[src/rtl/instr_fetch_unit_pkg.sv]
// ============================================================================
// Module   : instr_fetch_unit_pkg
// Brief    : Shared defaults and helpers for the instruction fetch stage.
// Revision : 1.0 - initial release
// ============================================================================
`default_nettype none

package instr_fetch_unit_pkg;

  localparam int         DEF_ADDR_W  = 9;
  localparam int         DEF_INSTR_W = 12;
  localparam logic [8:0]  RESET_PC   = 9'h000;
  localparam logic [11:0] NOP_INSTR  = 12'h000;

  // Bits needed to hold any count in 0..max_val.
  function automatic int cnt_width(input int max_val);
    return (max_val < 2) ? 1 : $clog2(max_val + 1);
  endfunction

endpackage

`default_nettype wire

[src/rtl/instr_fetch_unit_if.sv]
// ============================================================================
// Module   : instr_fetch_unit_if
// Brief    : ROM, instruction-register and redirect signals of the fetch stage.
// Revision : 1.0 - initial release
// ============================================================================
`default_nettype none

interface instr_fetch_unit_if
  import instr_fetch_unit_pkg::*;
#(
  parameter int ADDR_W  = DEF_ADDR_W,
  parameter int INSTR_W = DEF_INSTR_W
);

  logic [ADDR_W-1:0]  rom_addr;
  logic               rom_oe;
  logic [INSTR_W-1:0] rom_data;
  logic               ir_valid;
  logic [INSTR_W-1:0] ir_data;
  logic [ADDR_W-1:0]  ir_pc;
  logic               ir_ready;
  logic               redirect;
  logic [ADDR_W-1:0]  redir_addr;
  logic               fetch_en;

  modport master (
    output rom_addr, rom_oe, ir_valid, ir_data, ir_pc,
    input  rom_data, ir_ready, redirect, redir_addr, fetch_en
  );

  modport slave (
    input  rom_addr, rom_oe, ir_valid, ir_data, ir_pc,
    output rom_data, ir_ready, redirect, redir_addr, fetch_en
  );

endinterface

`default_nettype wire

[src/rtl/instr_fetch_unit_fetch_queue.sv]
// ============================================================================
// Module   : fetch_queue
// Brief    : Small synchronous FIFO with flush and occupancy, async clear.
// Revision : 1.0 - initial release
// ============================================================================
`default_nettype none

module fetch_queue #(
  parameter int WIDTH = 21,
  parameter int DEPTH = 2,
  parameter int OCC_W = 2
) (
  input  logic             clk,
  input  logic             rst_n,
  input  logic             push,
  input  logic [WIDTH-1:0] wdata,
  input  logic             pop,
  input  logic             flush,
  output logic [WIDTH-1:0] rdata,
  output logic [OCC_W-1:0] occ
);

  localparam int PTR_W = $clog2(DEPTH);

  logic [WIDTH-1:0] mem_q [DEPTH];
  logic [WIDTH-1:0] mem_d [DEPTH];
  logic [PTR_W-1:0] wr_q, wr_d, rd_q, rd_d;
  logic [OCC_W-1:0] cnt_q, cnt_d;
  logic             do_push, do_pop;

  assign do_push = push & (cnt_q < OCC_W'(DEPTH));
  assign do_pop  = pop & (cnt_q != '0);

  // Flush wins over a same-cycle push/pop.
  always_comb begin
    mem_d = mem_q;
    wr_d  = wr_q;
    rd_d  = rd_q;
    cnt_d = cnt_q;
    if (flush) begin
      wr_d  = '0;
      rd_d  = '0;
      cnt_d = '0;
    end else begin
      if (do_push) begin
        mem_d[wr_q] = wdata;
        wr_d        = wr_q + PTR_W'(1);
      end
      if (do_pop) begin
        rd_d = rd_q + PTR_W'(1);
      end
      cnt_d = cnt_q + OCC_W'(do_push) - OCC_W'(do_pop);
    end
  end

  always_ff @(posedge clk or negedge rst_n) begin
    if (!rst_n) begin
      for (int i = 0; i < DEPTH; i++) mem_q[i] <= '0;
      wr_q  <= '0;
      rd_q  <= '0;
      cnt_q <= '0;
    end else begin
      mem_q <= mem_d;
      wr_q  <= wr_d;
      rd_q  <= rd_d;
      cnt_q <= cnt_d;
    end
  end

  assign rdata = mem_q[rd_q];
  assign occ   = cnt_q;

endmodule

`default_nettype wire

[src/rtl/instr_fetch_unit.sv]
// ============================================================================
// Module   : instr_fetch_unit
// Brief    : Fetch stage: PC, ROM read issue, in-flight tracking, prefetch queue.
// Revision : 1.0 - initial release
// ============================================================================
`default_nettype none

module instr_fetch_unit
  import instr_fetch_unit_pkg::*;
#(
  parameter int ADDR_W  = DEF_ADDR_W,
  parameter int INSTR_W = DEF_INSTR_W,
  parameter int ROM_LAT = 1,
  parameter int DEPTH   = 2
) (
  input  logic CLK,
  input  logic CLR_n,
  instr_fetch_unit_if.master bus
);

  localparam int OCC_W = cnt_width(DEPTH);
  localparam int CNT_W = cnt_width(DEPTH + ROM_LAT);
  localparam int ENT_W = ADDR_W + INSTR_W;

  logic [ADDR_W-1:0]              pc_q, pc_d;
  logic                           epoch_q, epoch_d;
  logic                           started_q, started_d;
  logic [ROM_LAT-1:0]             pv_q, pv_d;
  logic [ROM_LAT-1:0]             pe_q, pe_d;
  logic [ROM_LAT-1:0][ADDR_W-1:0] ppc_q, ppc_d;

  logic [OCC_W-1:0] occ;
  logic [ENT_W-1:0] head;
  logic [CNT_W-1:0] in_flight;
  logic [CNT_W-1:0] credit_used;
  logic             q_valid, pop, push, issue;

  always_comb begin
    in_flight = '0;
    for (int i = 0; i < ROM_LAT; i++) in_flight = in_flight + CNT_W'(pv_q[i]);
  end

  // Queue slots plus outstanding reads, less the slot freed by this cycle's pop.
  assign q_valid     = (occ != '0);
  assign pop         = q_valid & bus.ir_ready;
  assign credit_used = CNT_W'(occ) + in_flight - CNT_W'(pop);
  assign issue       = started_q & bus.fetch_en & ~bus.redirect
                     & (credit_used < CNT_W'(DEPTH));
  assign push        = pv_q[ROM_LAT-1] & (pe_q[ROM_LAT-1] == epoch_q) & ~bus.redirect;

  always_comb begin
    pc_d      = pc_q;
    epoch_d   = epoch_q;
    started_d = 1'b1;
    pv_d      = pv_q;
    pe_d      = pe_q;
    ppc_d     = ppc_q;
    for (int i = ROM_LAT - 1; i > 0; i--) begin
      pv_d[i]  = pv_q[i-1];
      pe_d[i]  = pe_q[i-1];
      ppc_d[i] = ppc_q[i-1];
    end
    pv_d[0]  = issue;
    pe_d[0]  = epoch_q;
    ppc_d[0] = pc_q;
    if (issue) pc_d = pc_q + ADDR_W'(1);
    // Valid bits are cleared too, so back-to-back redirects cannot re-match an old epoch.
    if (bus.redirect) begin
      pc_d    = bus.redir_addr;
      epoch_d = ~epoch_q;
      pv_d    = '0;
    end
  end

  always_ff @(posedge CLK or negedge CLR_n) begin
    if (!CLR_n) begin
      pc_q      <= ADDR_W'(RESET_PC);
      epoch_q   <= 1'b0;
      started_q <= 1'b0;
      pv_q      <= '0;
      pe_q      <= '0;
      ppc_q     <= '0;
    end else begin
      pc_q      <= pc_d;
      epoch_q   <= epoch_d;
      started_q <= started_d;
      pv_q      <= pv_d;
      pe_q      <= pe_d;
      ppc_q     <= ppc_d;
    end
  end

  fetch_queue #(
    .WIDTH (ENT_W),
    .DEPTH (DEPTH),
    .OCC_W (OCC_W)
  ) u_queue (
    .clk   (CLK),
    .rst_n (CLR_n),
    .push  (push),
    .wdata ({ppc_q[ROM_LAT-1], bus.rom_data}),
    .pop   (pop),
    .flush (bus.redirect),
    .rdata (head),
    .occ   (occ)
  );

  assign bus.rom_oe   = issue;
  assign bus.rom_addr = pc_q;
  assign bus.ir_valid = q_valid;
  assign {bus.ir_pc, bus.ir_data} = q_valid ? head
                                            : {ADDR_W'(RESET_PC), INSTR_W'(NOP_INSTR)};

endmodule

`default_nettype wire
[src/flat_wrapper.sv]
// flat-port wrapper written by rule: the top's interface ports become plain ports
module instr_fetch_unit_flat import instr_fetch_unit_pkg::*;
#(
  parameter int ADDR_W  = DEF_ADDR_W,
  parameter int INSTR_W = DEF_INSTR_W,
  parameter int ROM_LAT = 1,
  parameter int DEPTH   = 2
)
  (CLK, CLR_n, bus_rom_addr, bus_rom_oe, bus_ir_valid, bus_ir_data, bus_ir_pc, bus_rom_data, bus_ir_ready, bus_redirect, bus_redir_addr, bus_fetch_en);
  instr_fetch_unit_if #(.ADDR_W(ADDR_W), .INSTR_W(INSTR_W)) bus_i ();
  input  logic CLK;
  input  logic CLR_n;
  output wire logic [$bits(bus_i.rom_addr)-1:0] bus_rom_addr;
  output wire logic [$bits(bus_i.rom_oe)-1:0] bus_rom_oe;
  output wire logic [$bits(bus_i.ir_valid)-1:0] bus_ir_valid;
  output wire logic [$bits(bus_i.ir_data)-1:0] bus_ir_data;
  output wire logic [$bits(bus_i.ir_pc)-1:0] bus_ir_pc;
  input wire logic [$bits(bus_i.rom_data)-1:0] bus_rom_data;
  input wire logic [$bits(bus_i.ir_ready)-1:0] bus_ir_ready;
  input wire logic [$bits(bus_i.redirect)-1:0] bus_redirect;
  input wire logic [$bits(bus_i.redir_addr)-1:0] bus_redir_addr;
  input wire logic [$bits(bus_i.fetch_en)-1:0] bus_fetch_en;
  assign bus_rom_addr = bus_i.rom_addr;
  assign bus_rom_oe = bus_i.rom_oe;
  assign bus_ir_valid = bus_i.ir_valid;
  assign bus_ir_data = bus_i.ir_data;
  assign bus_ir_pc = bus_i.ir_pc;
  assign bus_i.rom_data = bus_rom_data;
  assign bus_i.ir_ready = bus_ir_ready;
  assign bus_i.redirect = bus_redirect;
  assign bus_i.redir_addr = bus_redir_addr;
  assign bus_i.fetch_en = bus_fetch_en;
  instr_fetch_unit #(.ADDR_W(ADDR_W), .INSTR_W(INSTR_W), .ROM_LAT(ROM_LAT), .DEPTH(DEPTH)) u_core (.CLK(CLK), .CLR_n(CLR_n), .bus(bus_i));
endmodule
[config.mk]
export PLATFORM = sky130hd
export DESIGN_NAME = instr_fetch_unit_flat
export DESIGN_NICKNAME = d
export VERILOG_FILES = /design/src/rtl/instr_fetch_unit_pkg.sv /design/src/rtl/instr_fetch_unit_if.sv /design/src/rtl/instr_fetch_unit_fetch_queue.sv /design/src/rtl/instr_fetch_unit.sv /design/src/flat_wrapper.sv
export SDC_FILE = /design/constraint.sdc
export NUM_CORES = 1
export LEC_CHECK = 0
export CAP_MARGIN = 20
export CORE_UTILIZATION = 55
export DETAILED_ROUTE_END_ITERATION = 8
export PLACE_DENSITY = 0.81
export SLEW_MARGIN = 5
export SYNTH_ARGS = -nofsm -noshare
export SYNTH_HDL_FRONTEND = slang
export SYNTH_SLANG_ARGS = --single-unit
[constraint.sdc]
create_clock -name CLK -period 6.3 [get_ports CLK]
set_clock_uncertainty 0.05 [all_clocks]
set_input_delay 1.26 -clock CLK [delete_from_list [all_inputs] [get_ports CLK]]
set_output_delay 1.26 -clock CLK [all_outputs]
set_load 0.01 [all_outputs]
=== Word level (Yosys, flattened, before mapping) ===
Index checks and enable logic that the tools add are counted.
W data, S select, Z words.

* Flip-flop bits (word level): 68
* Input port bits: 26
* Output and inout bits: 32

* Add/subtract/negate cells: 7
* Magnitude comparators: 5
* Equality and inequality tests: 1
* Mux-type cells: 15
* Bitwise logic cells: 12
* Reduce and logical (&&, ||, !) cells: 6

{| class="wikitable"
|+ Operators by type and width
! cell !! number
|-
| $mux W21 || 5
|-
| $bwmux W42 || 1
|-
| $demux W21 S1 || 1
|-
| $mux W9 || 2
|-
| $add A9 B1 Y9 const B || 1
|-
| $and A1 B1 Y1 || 8
|-
| $reduce_bool A2 Y1 || 4
|-
| $mux W1 || 5
|-
| $add A2 B1 Y2 || 2
|-
| $ge A2 B2 Y1 const B || 2
|-
| $lt A2 B2 Y1 const B || 2
|-
| $not A1 Y2 || 2
|-
| $sub A2 B1 Y2 || 2
|-
| $add A1 B1 Y1 const B || 2
|-
| $lt A2 B1 Y1 const B || 1
|-
| $mux W2 || 1
|-
| $not A1 Y1 || 2
|-
| $reduce_and A2 Y1 || 1
|-
| $eq A1 B1 Y1 || 1
|-
| $logic_and A1 B1 Y1 || 1
|}

=== Logic depth before layout (Yosys ltp) ===
Gate-level depths: netlist of the first run.

* Depth after elaboration: 7
* Mapped depth: 8

=== By module ===
Synthesis of the first run repeated with hierarchy kept, for this count alone.

* Cell total of the unflattened synthesis: 237
* Area, all modules: 3125.5 µm²

{| class="wikitable"
|+ By module, submodules not included
! module !! instances !! cells each !! area an instance (µm²) !! sequential area each (µm²)
|-
| fetch_queue || 1 || 131 || 2042.0 || 1151.1
|-
| instr_fetch_unit || 1 || 106 || 1083.5 || 550.5
|}

=== Worst setup path before layout of the first run ===
Ideal clock, no wire load.

* Path kind: input to output
* Start: input port bus_ir_ready
* End: output port bus_rom_oe
* Arrival: 2531 ps
* Required time: 4990 ps
* Setup slack: 2459 ps
* Stages: 6
* Buffers on the path: 1
* Cells stage by stage: nor2b_1 -> ha_1 -> and2b_1 -> xnor2_1 -> buf_6 -> nor3_1

* Word-level cells in the longest chain between the ends: 4

{| class="wikitable"
|+ Ends and longest elaborated chain
! item !! RTL line !! source
|-
| from (decl) || flat_wrapper.sv:19 || <nowiki>input wire logic [$bits(bus_i.ir_ready)-1:0] bus_ir_ready;</nowiki>
|-
| $and A1 B1 Y1 || instr_fetch_unit.sv:45 || <nowiki>assign pop = q_valid & bus.ir_ready;</nowiki>
|-
| $sub A2 B1 Y2 || instr_fetch_unit.sv:46 || <nowiki>assign credit_used = CNT_W'(occ) + in_flight - CNT_W'(pop);</nowiki>
|-
| $lt A2 B2 Y1 || instr_fetch_unit.sv:48 || <nowiki>& (credit_used < CNT_W'(DEPTH));</nowiki>
|-
| $and A1 B1 Y1 || instr_fetch_unit.sv:48 ||
|-
| to (decl) || flat_wrapper.sv:14 || <nowiki>output wire logic [$bits(bus_i.rom_oe)-1:0] bus_rom_oe;</nowiki>
|}

Every way passes these cells.

=== Final worst setup path of the first run ===
Ends and elaborated chain as after synthesis.

==> results of run 1 <==
-- path summary, 6_finish.rpt --
kind | cells after the start | slack (ps) | end | startpoint
min | 0 | 390 | u_core.ppc_q[8]$_DFF_PN0_ | u_core.bus.rom_addr[8]$_DFFE_PN0P_
max in group asynchronous | 2 | 4590 | u_core.epoch_q$_DFFE_PN0P_ | CLR_n
max reg2reg | 9 | 3680 | u_core.bus.rom_addr[6]$_DFFE_PN0P_ | u_core.u_queue.occ[1]$_DFF_PN0_
min in group asynchronous | 2 | 1050 | u_core.bus.rom_addr[4]$_DFFE_PN0P_ | CLR_n
min reg2reg | 0 | 390 | u_core.ppc_q[8]$_DFF_PN0_ | u_core.bus.rom_addr[8]$_DFFE_PN0P_
max | 8 | 1540 | bus_rom_oe | bus_ir_ready
-- cell type report --
class                      count  area [um^2]
clock buffer                  13          169
clock inverter                 3         67.6
fill                         366         1280
inverter                       7         26.3
multi-input combinational    158         1250
sequential                    68         1700
tap                           70         87.6
timing repair buffer          63          618
-- Yosys cell counts (2+ instances only) --
cell and n:
clkbuf_1 5, mux2_2 30, nor2b_1 2, mux2_1 12, a31oi_1 7, buf_2 6
nor2_1 33, o211ai_1 3, dfrtp_1 68, or4_1 7, xor2_1 2, nor3_1 2
o31ai_1 6, inv_1 6, ha_1 4, xnor2_1 4, nand2_1 7, mux2i_1 21
nor3b_1 2, nand4_1 2, nand3_1 5
-- logic make-up after synthesis --
family | Yosys count | synth area share, %
DFF | 68 | 55.9
muxes | 63 | 22.5
xor gates and xnor gates | 7 | 2.26
AOI/OAI and AO/OA | 19 | 4.40
buffers and inverters | 20 | 3.09
adders and majority gates | 4 | 1.65
other | 1 | 0.123
and+or+nand+nor | 64 | 10.1
-- layer usage --
metal / part of all wire, % / vias to the layer above / GRT usage, %
met5: 0 / - / 0
met4: 0.75 / 0 / 6.73
met3: 4.2 / 8 / 4.43
met2: 49 / 58 / 35.9
met1: 46 / 1010 / 28.6
li1: - / 990 / -
-- stage by stage --
stage / area, um^2 / cells / util, %
6_report: 3920 / 382 / 75.3
5_1_grt: 3920 / 382 / 75.3
4_1_cts: 3920 / 382 / 75.3
3_5_place_dp: 3680 / 366 / 70.8
3_3_place_gp: 3670 / 365 / 70.5
2_1_floorplan: 3040 / 246 / -
-- registers in the layout, summed over array words and instances (netlist names) --
name                  count
u_core.u_queue.mem_q     42
u_core.u_queue.rd_q       1
u_core.ppc_q              9
u_core.pv_q               1
u_core.u_queue.occ        2
u_core.epoch_q            1
u_core.started_q          1
u_core.u_queue.wr_q       1
u_core.bus.rom_addr       9
u_core.pe_q               1
-- power by group through the flow --
stage / registers (W) / logic [W] / clock network, W
floorplan: 0.000624 / 0.000349 / 0
global placement: 0.000637 / 0.000518 / 0
detailed placement: 0.000645 / 0.000534 / 0
CTS: 0.000637 / 0.000538 / 0.000424
global route: 0.000654 / 0.000585 / 0.000442
finish: 0.000637 / 0.000534 / 0.000416
==> results.md, run 1 <==
Synthesis:
- The share of synthesized flip-flops with an asynchronous set or reset is 100%.
- The dominant synthesized flop cell is dfrtp_1.
- The Yosys warning count is 0.
- In the synthesized netlist, the number of instances is 246.
- The dominant cell type by area after synthesis is dfrtp_1.
- The number of flip-flops and latches in the synthesized netlist is 68.
- The netlist uses 33 different library cells.
- Counting flops with a built-in enable in the synthesized netlist gives 0.
- The number of nets handed over by synthesis was 276.
- The cell area that synthesis handed to floorplanning was 0.00304 mm^2.
- Averaged over all synthesized cells, the footprint is 12.4 um^2.
- Summing the sequential cell areas from Yosys gives 55.9% of the chip area.
- Sorting the synthesized cells by area gives the leading types as dfrtp_1, mux2_2, mux2i_1, mux2_1, nor2_1.
- The top cell type by area accounts for 55.9% of the synthesized area.

Critical path:
- The critical path arrival is 3450 ps.
- The critical path startpoint category is an input pin.
- The delay of the slowest critical-path stage is 560 ps.
- The slowest cell on the critical path is clkdlybuf4s50_1.
- In this run the worst path has a maximum fanout of 18.
- The required time at the worst-slack endpoint is 4990 ps.
- The worst setup path category is input pin to output port.
- The sort of element at the end of the critical path is an output port.
- Together, buffers and inverters on the worst path number 3.
- The dominant delay contributor by cell family on the critical path is buffers and inverters.
- The critical path goes through clkdlybuf4s50_1 > nor2b_1 > ha_1 > and2b_1 > xnor2_1 > buf_4 > nor3_1 > clkdlybuf4s50_1.
- The most prevalent standard cell on the critical path is clkdlybuf4s50_1.

GRT:
- The number of antenna violations at the first check in global routing was 0.
- The overall fraction of global-route tracks in use is 21.6%.
- Entering global routing, the biggest net connects 69 pins.
- The first-pass GRT wire length is 9.96 mm.
- The overall overflow remaining after global route is 0.
- The number of global-route vias before repair came to 2106.

Hold path:
- The worst hold-check path type is register to register.

Pwr:
- Sequential cells burn 40.2% of the power.
- The sum of internal, switching and leakage power is 0.00159 W.
- The internal power of the cells is 0.00110 W.
- The cell area power density is 405 mW/mm^2.
- The worst-case IR drop observed on VDD is 0.000210 V.
- The part of the power in the clock network is 26.2%.
- The switching power of the nets is 0.000485 W.
- Net switching is 30.6% of the power.
- The part of the power in combinational logic is 33.6%.
- For this design the static power due to leakage is 1.70 nW.

Timing:
- The portion of the clock cycle consumed by the worst path in the final layout is 75.6%.
- The transition time at the pin with the least slew margin is 838 ps.
- The shortest period the worst path allows is 4760 ps.
- Setup repair after global routing left no endpoint under its margin.
- Adding up every negative setup slack in the final design gives 0 ps.
- The number of max-slew violations in the final report is 0.
- The final worst hold slack is 391 ps.
- The number of hold violations in the final report is 0.
- The worst slew margin relative to its limit is 44.1%.
- Setup violations remaining at the end of the flow were counted as 0.
- The peak clock frequency supported by timing is 210 MHz.
- The slack of the critical path is 1540 ps.

Clock network:
- The tree built by TritonCTS fans out to 68 sinks.
- After clock tree synthesis, the clock-pin slew on the worst setup and hold paths is 70 ps.
- The hold buffer count at cts is 0.
- The clock tree from TritonCTS is yes.
- Clock tree synthesis inserted a total of 9 buffers.
- The number of H-tree levels is 3.
- The maximum number of buffers from clock root to sink is 2.
- The later pin in the worst-skew pair is clocked with a latency of 330 ps.
- The count of cells resized by post-cts repair is 0.
- In this run the post-CTS setup repair buffer count came out at 0.
- The cell sitting at the root of the clock tree is a clkbuf_8.

Placed design:
- The congestion estimate from routability-driven global placement came to 0.770.
- The worst slack after detailed placement is 1530 ps.
- The HPWL after detailed placement is 3.60 mm.
- The port buffer count is 57.

Detailed routing:
- The detailed-route vias per instance is 5.41.
- After detailed routing, the average wire length per cell comes to 15.0 um.
- The routed design has 5.72 mm of wire.
- The final route contains 2066 vias.
- For this run, design rule violations remaining after detail routing come to 0.
- The pre-antenna-repair detailed-routing pass consisted of 4 iterations.
- After the first detailed-routing iteration, the DRC count stood at 71.
- Once detail routing completed, the nets flagged for antenna violations numbered 0.

Layout:
- The ratio of cells with drive above 1 in the final layout is 17.6%.
- The net count of the finished layout is 337.
- The area growth from synthesis to layout is 28.9%.
- The library cells used most frequently in the layout, excluding fill and tap cells, are dfrtp_1, clkdlybuf4s50_1, nor2_1, mux2_2, mux2i_1.
- The commonest non-fill, non-tap cell in the layout is dfrtp_1.
- The number of inserted diodes is 0.

Floorplanning:
- The die footprint is 0.00583 mm^2.
- The y dimension of the die is 76.4 um.
- The core area is 0.00520 mm^2.
- The horizontal die dimension is 76.4 um.
- The floorplan has 26 rows.
- For this configuration, the core starts out at a cell density of 58.4%.
- 58 I/O pins were placed.

Flow run:
- The count of max-cap constraint violations is 0.

Run status:
- The run finished with clean final reports.
Note: power is estimated with default switching activity, not from simulation.
==> inputs of run 2 (changes only) <==
--- a/config.mk
+++ b/config.mk
@@ -6,9 +6,9 @@
 export NUM_CORES = 1
 export LEC_CHECK = 0
 export CAP_MARGIN = 20
-export CORE_UTILIZATION = 55
+export CORE_UTILIZATION = 52
 export DETAILED_ROUTE_END_ITERATION = 8
-export PLACE_DENSITY = 0.81
+export PLACE_DENSITY = 0.77
 export SLEW_MARGIN = 5
 export SYNTH_ARGS = -nofsm -noshare
 export SYNTH_HDL_FRONTEND = slang
==> constraint.sdc (replaced) <==
create_clock -name CLK -period 4.8 [get_ports CLK]
set_clock_uncertainty 0.05 [all_clocks]
set_input_delay 0.96 -clock CLK [delete_from_list [all_inputs] [get_ports CLK]]
set_output_delay 0.96 -clock CLK [all_outputs]
set_load 0.01 [all_outputs]
==> run 2 against run 1 <==
Effect of this change: total power rose by 22%; critical path depth fell by 1; via count hardly changed; design area shrank 1.9%; flip-flop and latch count unchanged; cell count rose by 0.26%; register-to-register slack worse by 1300 ps; hold slack improved by 9.6 ps; combinational power up 29%; sequential share of layout area increased by 0.85 points; first-iteration DRC count is the same; critical path type unchanged; largest power group unchanged.
==> results.md, run 2 (synthesized netlist as in run 1, its figures left out) <==
Layout:
- The flip-flop and latch area is 0.00170 mm^2.
- The total non-filler cell area in the finished layout is 0.00385 mm^2.
- The area growth from synthesis to layout is 26.5%.
- The multi-input combinational cell area is 0.00125 mm^2.
- In the layout the commonest cells are dfrtp_1, clkdlybuf4s50_1, nor2_1, mux2_2, mux2i_1.
- For this run, the post-layout net count is 337.
- The ratio of cells with drive above 1 in the final layout is 16.7%.
- The commonest non-fill, non-tap cell in the layout is dfrtp_1.
- The repair_antennas step left the layout with diodes totalling 0.
- The register with the highest flop count is u_core.u_queue.mem_q.
- The number of fill cells is 447.
- The number of flip-flops under the largest register name is 42.

Clock network:
- The register clock-pin slew on the reported worst setup and hold paths is 60 ps.
- The total CTS buffers is 9.
- Once the clock tree was built, the setup fixing pass inserted 0 buffers.
- The number of H-tree levels is 3.
- The number of clock sinks seen by CTS is 68.
- At the later pin of the worst-skew pair, clock insertion delay measures 330 ps.
- TritonCTS built the clock tree.
- The longest clock path from root to sink contains 2 buffers.
- The hold buffer count at cts is 0.
- The number of gates resized after CTS was 0.
- The clock root buffer is clkbuf_8.

Timing:
- Setup violations remaining at the end of the flow were counted as 0.
- Measured against its own limit, the worst slew margin works out to 43.4%.
- The number of max-slew violations in the final report is 0.
- Setup repair after global routing left no endpoint under its margin.
- The transition time at the pin with the least slew margin is 848 ps.
- The peak clock frequency supported by timing is 252 MHz.
- The total negative slack for setup checks is 0 ps.
- The portion of the clock cycle consumed by the worst path in the final layout is 82.5%.
- The number of hold violations in the final report is 0.
- After layout, the minimum clock period comes to 3960 ps.

Detailed routing:
- Once detail routing completed, the nets flagged for antenna violations numbered 0.
- For this block, the routed nets add up to 5.63 mm of wire.
- After detailed routing, the number of vias per cell comes to 5.40.
- Across all layers, the routed design uses 2068 vias.
- The final routed wire length divided by cell count is 14.7 um.
- The post-detailed-route DRC marker count is 0.
- The number of detailed-route iterations in the first pass is 4.
- The initial detailed-routing violation count is 71.

Pwr:
- The leakage power of the design is 1.67 nW.
- The worst-case IR drop observed on VDD is 0.000314 V.
- Power spread over the standard cell area amounts to 502 mW/mm^2.

Floorplanning:
- The top-level port count is 58.
- In this run the vertical extent of the chip is 78.5 um.
- For this configuration, the core starts out at a cell density of 54.6%.
- The die covers 0.00616 mm^2.
- The core area is 0.00557 mm^2.
- The placement row count is 27.
- The horizontal die dimension is 78.5 um.

Placed design:
- The global placer's final weighted congestion is 0.801.
- The post-DP HPWL is 3.77 mm.
- Input and output buffers added on the ports amount to 57.
- Once placement finished, the instance area stood at 0.00368 mm^2.

Critical path:
- The most prevalent standard cell on the critical path is clkdlybuf4s50_1.
- The slowest stage of the critical path is the clkdlybuf4s50_1 cell.
- The critical path arrival is 2950 ps.
- The critical path is of the input pin to output port type.
- The number of buffer and inverter stages on the critical path is 2.
- STA puts the critical path data required time at 3790 ps.
- STA classifies the critical path endpoint as an output port.
- The kind of cell with the highest combined delay along the critical path is buffers and inverters.
- STA classifies the critical path startpoint as an input pin.
- Walking the worst path, the cells encountered are clkdlybuf4s50_1 > nor2b_1 > ha_1 > and2b_1 > xnor2_1 > nor3_1 > clkdlybuf4s50_1.
- On the worst path, the slowest cell contributes a delay of 560 ps.
- Of all nets on the critical path, the largest fanout is 3.

GRT:
- In the global route stage, met2 resource usage came out at 33.3%.
- The first global-routing pass estimated 9.40 mm of wire.
- In the global route stage, met1 resource usage came out at 25.9%.
- After global routing, the most crowded layer is met2.
- Entering global routing, the biggest net connects 41 pins.
- The number of global-route vias before repair is 2069.
- Across every metal layer, demand over resource in global routing totals 20.2%.
- The met3 layer usage reported by global route is 4.30%.
- For this run the aggregate overflow at the end of global routing stands at 0.
- The number of antenna violations at the first check in global routing is 0.

Flow run:
- The count of max-cap constraint violations is 0.

Hold path:
- The worst hold path belongs to the class register to register.

Run status:
- The run finished with clean final reports.
[run 2: cell types whose count changed in the layout (fill, tap and decap cells not counted), sizes merged]
cell | before | now
clkinvlp | 1 | 0
bufinv | 2 | 0
clkinv | 1 | 3
[run 2: per-layer routing]
metal  part of all wire (%)  wire length, um
met1                     45             2560
met2                     50             2790
met5                      0                0
met4                   0.71               40
met3                    4.3              242
[run 2: final timing paths]
kind,from,to,slack (ps),cells after the start
setup reg to reg,u_core.u_queue.occ[1]$_DFF_PN0_,u_core.bus.rom_addr[6]$_DFFE_PN0P_,2400,8
max in group asynchronous,CLR_n,u_core.ppc_q[2]$_DFF_PN0_,3120,2
setup / recovery,bus_ir_ready,bus_rom_oe,840,7
min in group asynchronous,CLR_n,u_core.u_queue.mem_q[3]$_DFFE_PN0P_,690,1
hold / removal,u_core.epoch_q$_DFFE_PN0P_,u_core.pe_q$_DFF_PN0_,400,0
hold reg to reg,u_core.epoch_q$_DFFE_PN0P_,u_core.pe_q$_DFF_PN0_,400,0
[run 2: report_power, final]
| part | switching, W | total [W] | leakage [nW] | internal (W) |
|---|---|---|---|---|
| registers | 0.000100 | 0.000835 | 0.859 | 0.000735 |
| clock network | 0.000192 | 0.000404 | 0.0893 | 0.000212 |
| logic | 0.000318 | 0.000691 | 0.723 | 0.000372 |
| total | 0.000611 | 0.00193 | 1.67 | 0.00132 |
[run 2: stage by stage]
step | total power, W | std cells | util, % | setup WS [ps] | hold WS, ps
after CTS | 0.00195 | 383 | 69.0 | 808 | 404
after detailed placement | 0.00155 | 368 | 66.0 | 830 | 390
final | 0.00193 | 383 | 69.0 | 838 | 401
after global routing | 0.00205 | 383 | 69.0 | 740 | 423
after global placement | 0.00152 | 368 | 66.0 | 865 | 374
after floorplan | 0.00128 | 246 | - | 1560 | 360
[run 2: area by class of cell]
class                      instances  area share (%)
timing repair buffer              63            15.9
tap                               72            2.34
clock inverter                     2           0.260
sequential                        68            44.2
clock buffer                      13            4.13
multi-input combinational        158            32.5
inverter                           7           0.683
==> inputs of run 3 (changes only) <==
--- a/config.mk
+++ b/config.mk
@@ -6,9 +6,9 @@
 export NUM_CORES = 1
 export LEC_CHECK = 0
 export CAP_MARGIN = 20
-export CORE_UTILIZATION = 52
+export CORE_UTILIZATION = 47
 export DETAILED_ROUTE_END_ITERATION = 8
-export PLACE_DENSITY = 0.77
+export PLACE_DENSITY = 0.73
 export SLEW_MARGIN = 5
 export SYNTH_ARGS = -nofsm -noshare
 export SYNTH_HDL_FRONTEND = slang
==> constraint.sdc (replaced) <==
create_clock -name CLK -period 3.2 [get_ports CLK]
set_clock_uncertainty 0.05 [all_clocks]
set_input_delay 0.64 -clock CLK [delete_from_list [all_inputs] [get_ports CLK]]
set_output_delay 0.64 -clock CLK [all_outputs]
set_load 0.01 [all_outputs]
==> run 3 against run 2 <==
Effect of this change: wire length increased by 3.5%; design area increased by 1.6%; first-iteration DRC count increased by 54%; die area increased by 10%; sequential share of layout area decreased by 0.69 points; largest cell class unchanged; critical path depth unchanged; worst setup slack got worse by 640 ps; non-clock buffer count increased by 5; count of clock-buffer cells in the layout decreased by 1; total power increased by 55%.
==> results.md, run 3 (synthesized netlist as in run 1, its figures left out) <==
Critical path:
- The worst setup path is launched from an input pin.
- For this design, the slowest cell found on the critical path is clkdlybuf4s50_1.
- The required time at the worst-slack endpoint is 2510 ps.
- The dominant delay contributor by cell family on the critical path is buffers and inverters.
- The sort of element at the end of the critical path is an output port.
- Walking the worst path, the cells encountered are clkdlybuf4s50_1 > nor2b_1 > ha_1 > and2b_1 > xnor2_1 > nor3_1 > dlygate4sd2_1.
- Of all nets on the critical path, the largest fanout is 2.
- The source of the critical timing path is bus_ir_ready.
- Counting both buffers and inverters, the worst setup path holds a total of 2.
- The critical path in this run is classified as input pin to output port.
- The critical path arrival is 2310 ps.
- The delay of the slowest critical-path stage is 470 ps.
- The beginning of the worst register-to-register path is u_core.u_queue.occ[1]$_DFF_PN0_.

Timing:
- The worst slew margin relative to its limit is 44.0%.
- The number of max-slew violations in the final report is 0.
- The transition time at the pin with the least slew margin is 841 ps.
- Setup violations remaining at the end of the flow were counted as 0.
- Timing would allow up to 333 MHz.
- Setup repair after global routing left no endpoint under its margin.
- The smallest clock period supported by the final layout is computed as 3000 ps.
- The number of hold violations in the final report came to 0.
- The portion of the clock cycle consumed by the worst path in the final layout is 93.9%.

Detailed routing:
- After detailed routing, the average wire length per cell comes to 14.9 um.
- The highest routed metal layer is met4.
- In the routed design, unresolved DRC markers number 0.
- The routed length on met3 is 290 um.
- Detailed routing placed a total of 2.72 mm of wire on met2.
- The number of detailed-route iterations in the first pass is 6.
- Using the TritonRoute via totals, the vias-per-cell ratio works out to 5.32.
- The detailed router finished its first iteration with 109 violations.
- In this run the remaining antenna-violating nets after routing total 0.
- The routed via count is 2076.
- The met1 routed wirelength after detailed routing is 2.76 mm.
- After detailed routing, the total wire length is 5.83 mm.

Clock network:
- TritonCTS created 9 clock buffers.
- The number of H-tree levels is 3.
- Clock tree synthesis selected as its root buffer the cell clkbuf_8.
- The clock latency of the later-clocked register in the worst-skew pair is 340 ps.
- Counting along the longest clock path gives a buffer depth of 2.
- The number of setup buffers added after CTS is 0.
- TritonCTS built the clock tree.
- Clock-pin slew was measured on the worst setup and hold paths at 70 ps.
- The tree built by TritonCTS fans out to 68 sinks.

Hold path:
- The worst hold-check path type is register to register.
- The origin of the worst min-delay path is u_core.epoch_q$_DFFE_PN0P_.

Floorplanning:
- Measured along the y axis, the die boundary spans 82.4 um.
- The initial utilization of the core area, before any placement, comes to 49.9%.
- The horizontal die dimension is 82.4 um.
- The die footprint is 0.00680 mm^2.
- The placement row count is 28.
- The core area is 0.00610 mm^2.
- The top-level port count is 58.

Pwr:
- The sequential fraction of design power is 42.0%.
- The internal power of the cells is 0.00207 W.
- Of the total power, the share spent switching nets is 30.9%.
- The worst-case IR drop observed on VDD is 0.000421 V.
- The clock network is responsible for 22.8% of the overall power.
- The switching power of the nets is 0.000928 W.
- The leakage power of the design is 1.71 nW.
- The part of the power in combinational logic is 35.2%.
- The cell area power density is 768 mW/mm^2.

Layout:
- At the end of the flow, the number of nets in the layout was 342.
- Excluding fillers, the count of instances in the completed layout stands at 390.
- For this run, the share of the core covered by cells in the final layout is 64.1%.
- The commonest non-fill, non-tap cell in the layout is dfrtp_1.
- The number of antenna diodes in the final layout is 0.
- The register with the highest flop count is u_core.u_queue.mem_q.
- Leaving out fill and tap cells, the most frequent cells in the layout are dfrtp_1, clkdlybuf4s50_1, nor2_1, mux2_2, mux2i_1.
- The register with the most flip-flops in the layout has 42 of them.
- The area growth from synthesis to layout is 28.5%.
- The ratio of cells with drive above 1 in the final layout is 18.1%.

Placed design:
- The count of buffers added on input and output ports is 57.
- The global placer's final weighted congestion is 0.773.
- The post-DP HPWL is 3.77 mm.
- Once placement completed, the tool counted placed cells totaling 376.

GRT:
- The first global-routing pass estimated 9.50 mm of wire.
- Entering global routing, the biggest net connects 69 pins.
- The number of global-route vias before repair is 1995.
- Summed over all layers, the global routing overflow is 0.
- The number of antenna violations at the first check in global routing is 0.
- The overall fraction of global-route tracks in use is 19.3%.

Flow run:
- The tool flagged a number of max-cap violations equal to 0.

Run status:
- The run finished with clean final reports.
==> run 3: per-layer routing <==
layer	vias up	GRT usage, %
met5	-	0
li1	1002	-
met4	0	7.89
met2	53	29.8
met3	6	5.38
met1	1015	25.6
==> run 3: layout make-up <==
| type | count | area, um^2 |
|---|---|---|
| Multi-Input combinational cell | 158 | 1250 |
| Fill cell | 520 | 2190 |
| Sequential cell | 68 | 1700 |
| Timing Repair Buffer | 68 | 647 |
| Inverter | 7 | 26.3 |
| Clock inverter | 2 | 35.0 |
| Tap cell | 75 | 93.8 |
| Clock buffer | 12 | 155 |
==> run 3: path summary, 6_finish.rpt <==
check	cells past startpoint	slack, ps	to
worst max-delay path	7	200	bus_rom_oe
worst min-delay path	0	420	u_core.pe_q$_DFF_PN0_
worst max register to register	8	860	u_core.bus.rom_addr[8]$_DFFE_PN0P_
worst min register to register	0	420	u_core.pe_q$_DFF_PN0_
max in group asynchronous	2	2110	u_core.u_queue.mem_q[19]$_DFFE_PN0P_
min in group asynchronous	2	450	u_core.u_queue.mem_q[1]$_DFFE_PN0P_
==> run 3: timing repair <==
action                     CTS  global route
setup endpoints to repair    1             0
gates resized for setup      1             0
hold endpoints to repair     0             0
hold buffers                 0             0
==> run 3: per-stage QoR <==
step                      setup TNS (ps)  total power (W)  cell area [um^2]  hold WS [ps]  worst slack (ps)
after floorplan                        0          0.00192              3040           294               599
after global placement             -59.3          0.00230              3720           373             -59.3
after detailed placement           -60.4          0.00234              3720           395             -60.4
after CTS                              0          0.00303              3910           416               195
after global routing                   0          0.00320              3910           413               115
final                                  0          0.00300              3910           416               196
==> run 3: power groups by stage <==
| stage | combinational (W) | clock (W) | sequential [W] |
|---|---|---|---|
| detailed placement | 0.00106 | 0 | 0.00128 |
| floorplan | 0.000688 | 0 | 0.00123 |
| finish | 0.00106 | 0.000684 | 0.00126 |
| global placement | 0.00104 | 0 | 0.00126 |
| global route | 0.00116 | 0.000746 | 0.00130 |
| CTS | 0.00107 | 0.000706 | 0.00126 |
==> RTL edit, RTL diff (flow settings as in run 2) <==
`DEF_INSTR_W`: 12 -> 24.
--- a/src/rtl/instr_fetch_unit_pkg.sv
+++ b/src/rtl/instr_fetch_unit_pkg.sv
@@ -9,5 +9,5 @@
 
   localparam int         DEF_ADDR_W  = 9;
-  localparam int         DEF_INSTR_W = 12;
+  localparam int         DEF_INSTR_W = 24;
   localparam logic [8:0]  RESET_PC   = 9'h000;
   localparam logic [11:0] NOP_INSTR  = 12'h000;
Ports: changed (resized bus_ir_data and bus_rom_data); port bits go from 58 to 82. The function was not compared with the original's and may differ.
==> RTL edit against run 2 <==
- area after synthesis increased by 35%
- wire length increased by 43%
- critical path depth increased by 1
- count of clock-buffer cells in the layout increased by 2
- power increased by 42%
- sequential cell count increased by 24
- setup slack got worse by 0.14 ns
- maximum frequency decreased by 3.4%
- cell count increased by 33%
- final area increased by 35%
- highest routed layer unchanged
- sequential share of layout area increased by 0.27 points
==> RTL edit: results (changes against run 2) <==
[layout]
nClkBuffers = 15  ; +2
sh_seq_area_pct = 44.5  ; +0.27 points
largest_reg_flops = 66  ; +57%
nMultiInputCombCells = 209  ; +32%
n_fill_cell = 595  ; +33%
n_all_inverters = 5  ; -2
nNonClkBuffers = 85  ; +35%

[yosys]
netlist_top_cells_area = dfrtp_1, mux2_2, mux2i_1, nor2_1, o311ai_0
synthAdderAreaFrac_pct = 1.22  ; -0.43 points
synth_fp_nets = 365  ; +32%
synth_compound_area_share_pct = 2.96  ; -1.4 points
synthXorXnorAreaFrac_pct = 1.71  ; -0.55 points
synth.top_cells.by_count = dfrtp_1, mux2_2, nor2_1, mux2i_1
synth_mux_area_share_pct = 26.2  ; +3.7 points

[global_routing]
use_met1_pct = 28.8  ; +2.9 points
use_met3_pct = 4.71  ; +0.41 points
grt_usage_pct = 21.7  ; +1.5 points

[sta]
hold_slack_ns = 0.397  ; -0.00325 ns
max_slew.worst_pin.slew_ns = 1.06  ; +0.215 ns

[outcome]
outcome = completed

[worst_setup_path]
r2r-end = u_core.bus.rom_addr[7]$_DFFE_PN0P_
critPathMaxFanout = 4  ; +1
crit_arrival_ns = 3.09  ; +0.14 ns

[place]
port_buffers = 81  ; +42%
routabilityCongestion = 0.795  ; -0.67%

[route]
drt-initial-drc-count = 151  ; +110%
viasPerCell = 5.40  ; about the same
wl_met1_mm = 3.63  ; +42%

[power]
ir_worst_vdd_uv = 614  ; +96%
p_leak_nw = 2.24  ; +34%
p_sw_uw = 881  ; +44%

[cts]
cts_sinks = 92  ; +35%

RTL edit: worst max-delay path, delay by kind of cell:
family,cells,cell delay (ns)
XOR/XNOR,1,0.24
AND/OR/NAND/NOR,4,0.65
adder cells (fa/ha/maj),1,0.24
buffers and inverters,2,0.99
RTL edit: through the flow:
step,setup slack (ns),total power [mW],util [%],instances
detailed placement,0.698,2.25,64.8,493
global placement,0.738,2.20,64.8,493
floorplan,1.72,1.80,-,323
CTS,0.685,2.76,67.3,509
finish,0.697,2.73,67.3,509
global route,0.504,2.92,67.3,509
RTL edit: power by group through the flow:
stage          clock network, mW  logic, mW  registers [mW]
4_1_cts                    0.530       1.04            1.20
3_5_place_dp                   0       1.03            1.21
6_report                   0.514       1.02            1.19
5_1_grt                    0.559       1.13            1.23
2_1_floorplan                  0      0.690            1.12
3_3_place_gp                   0       1.01            1.20
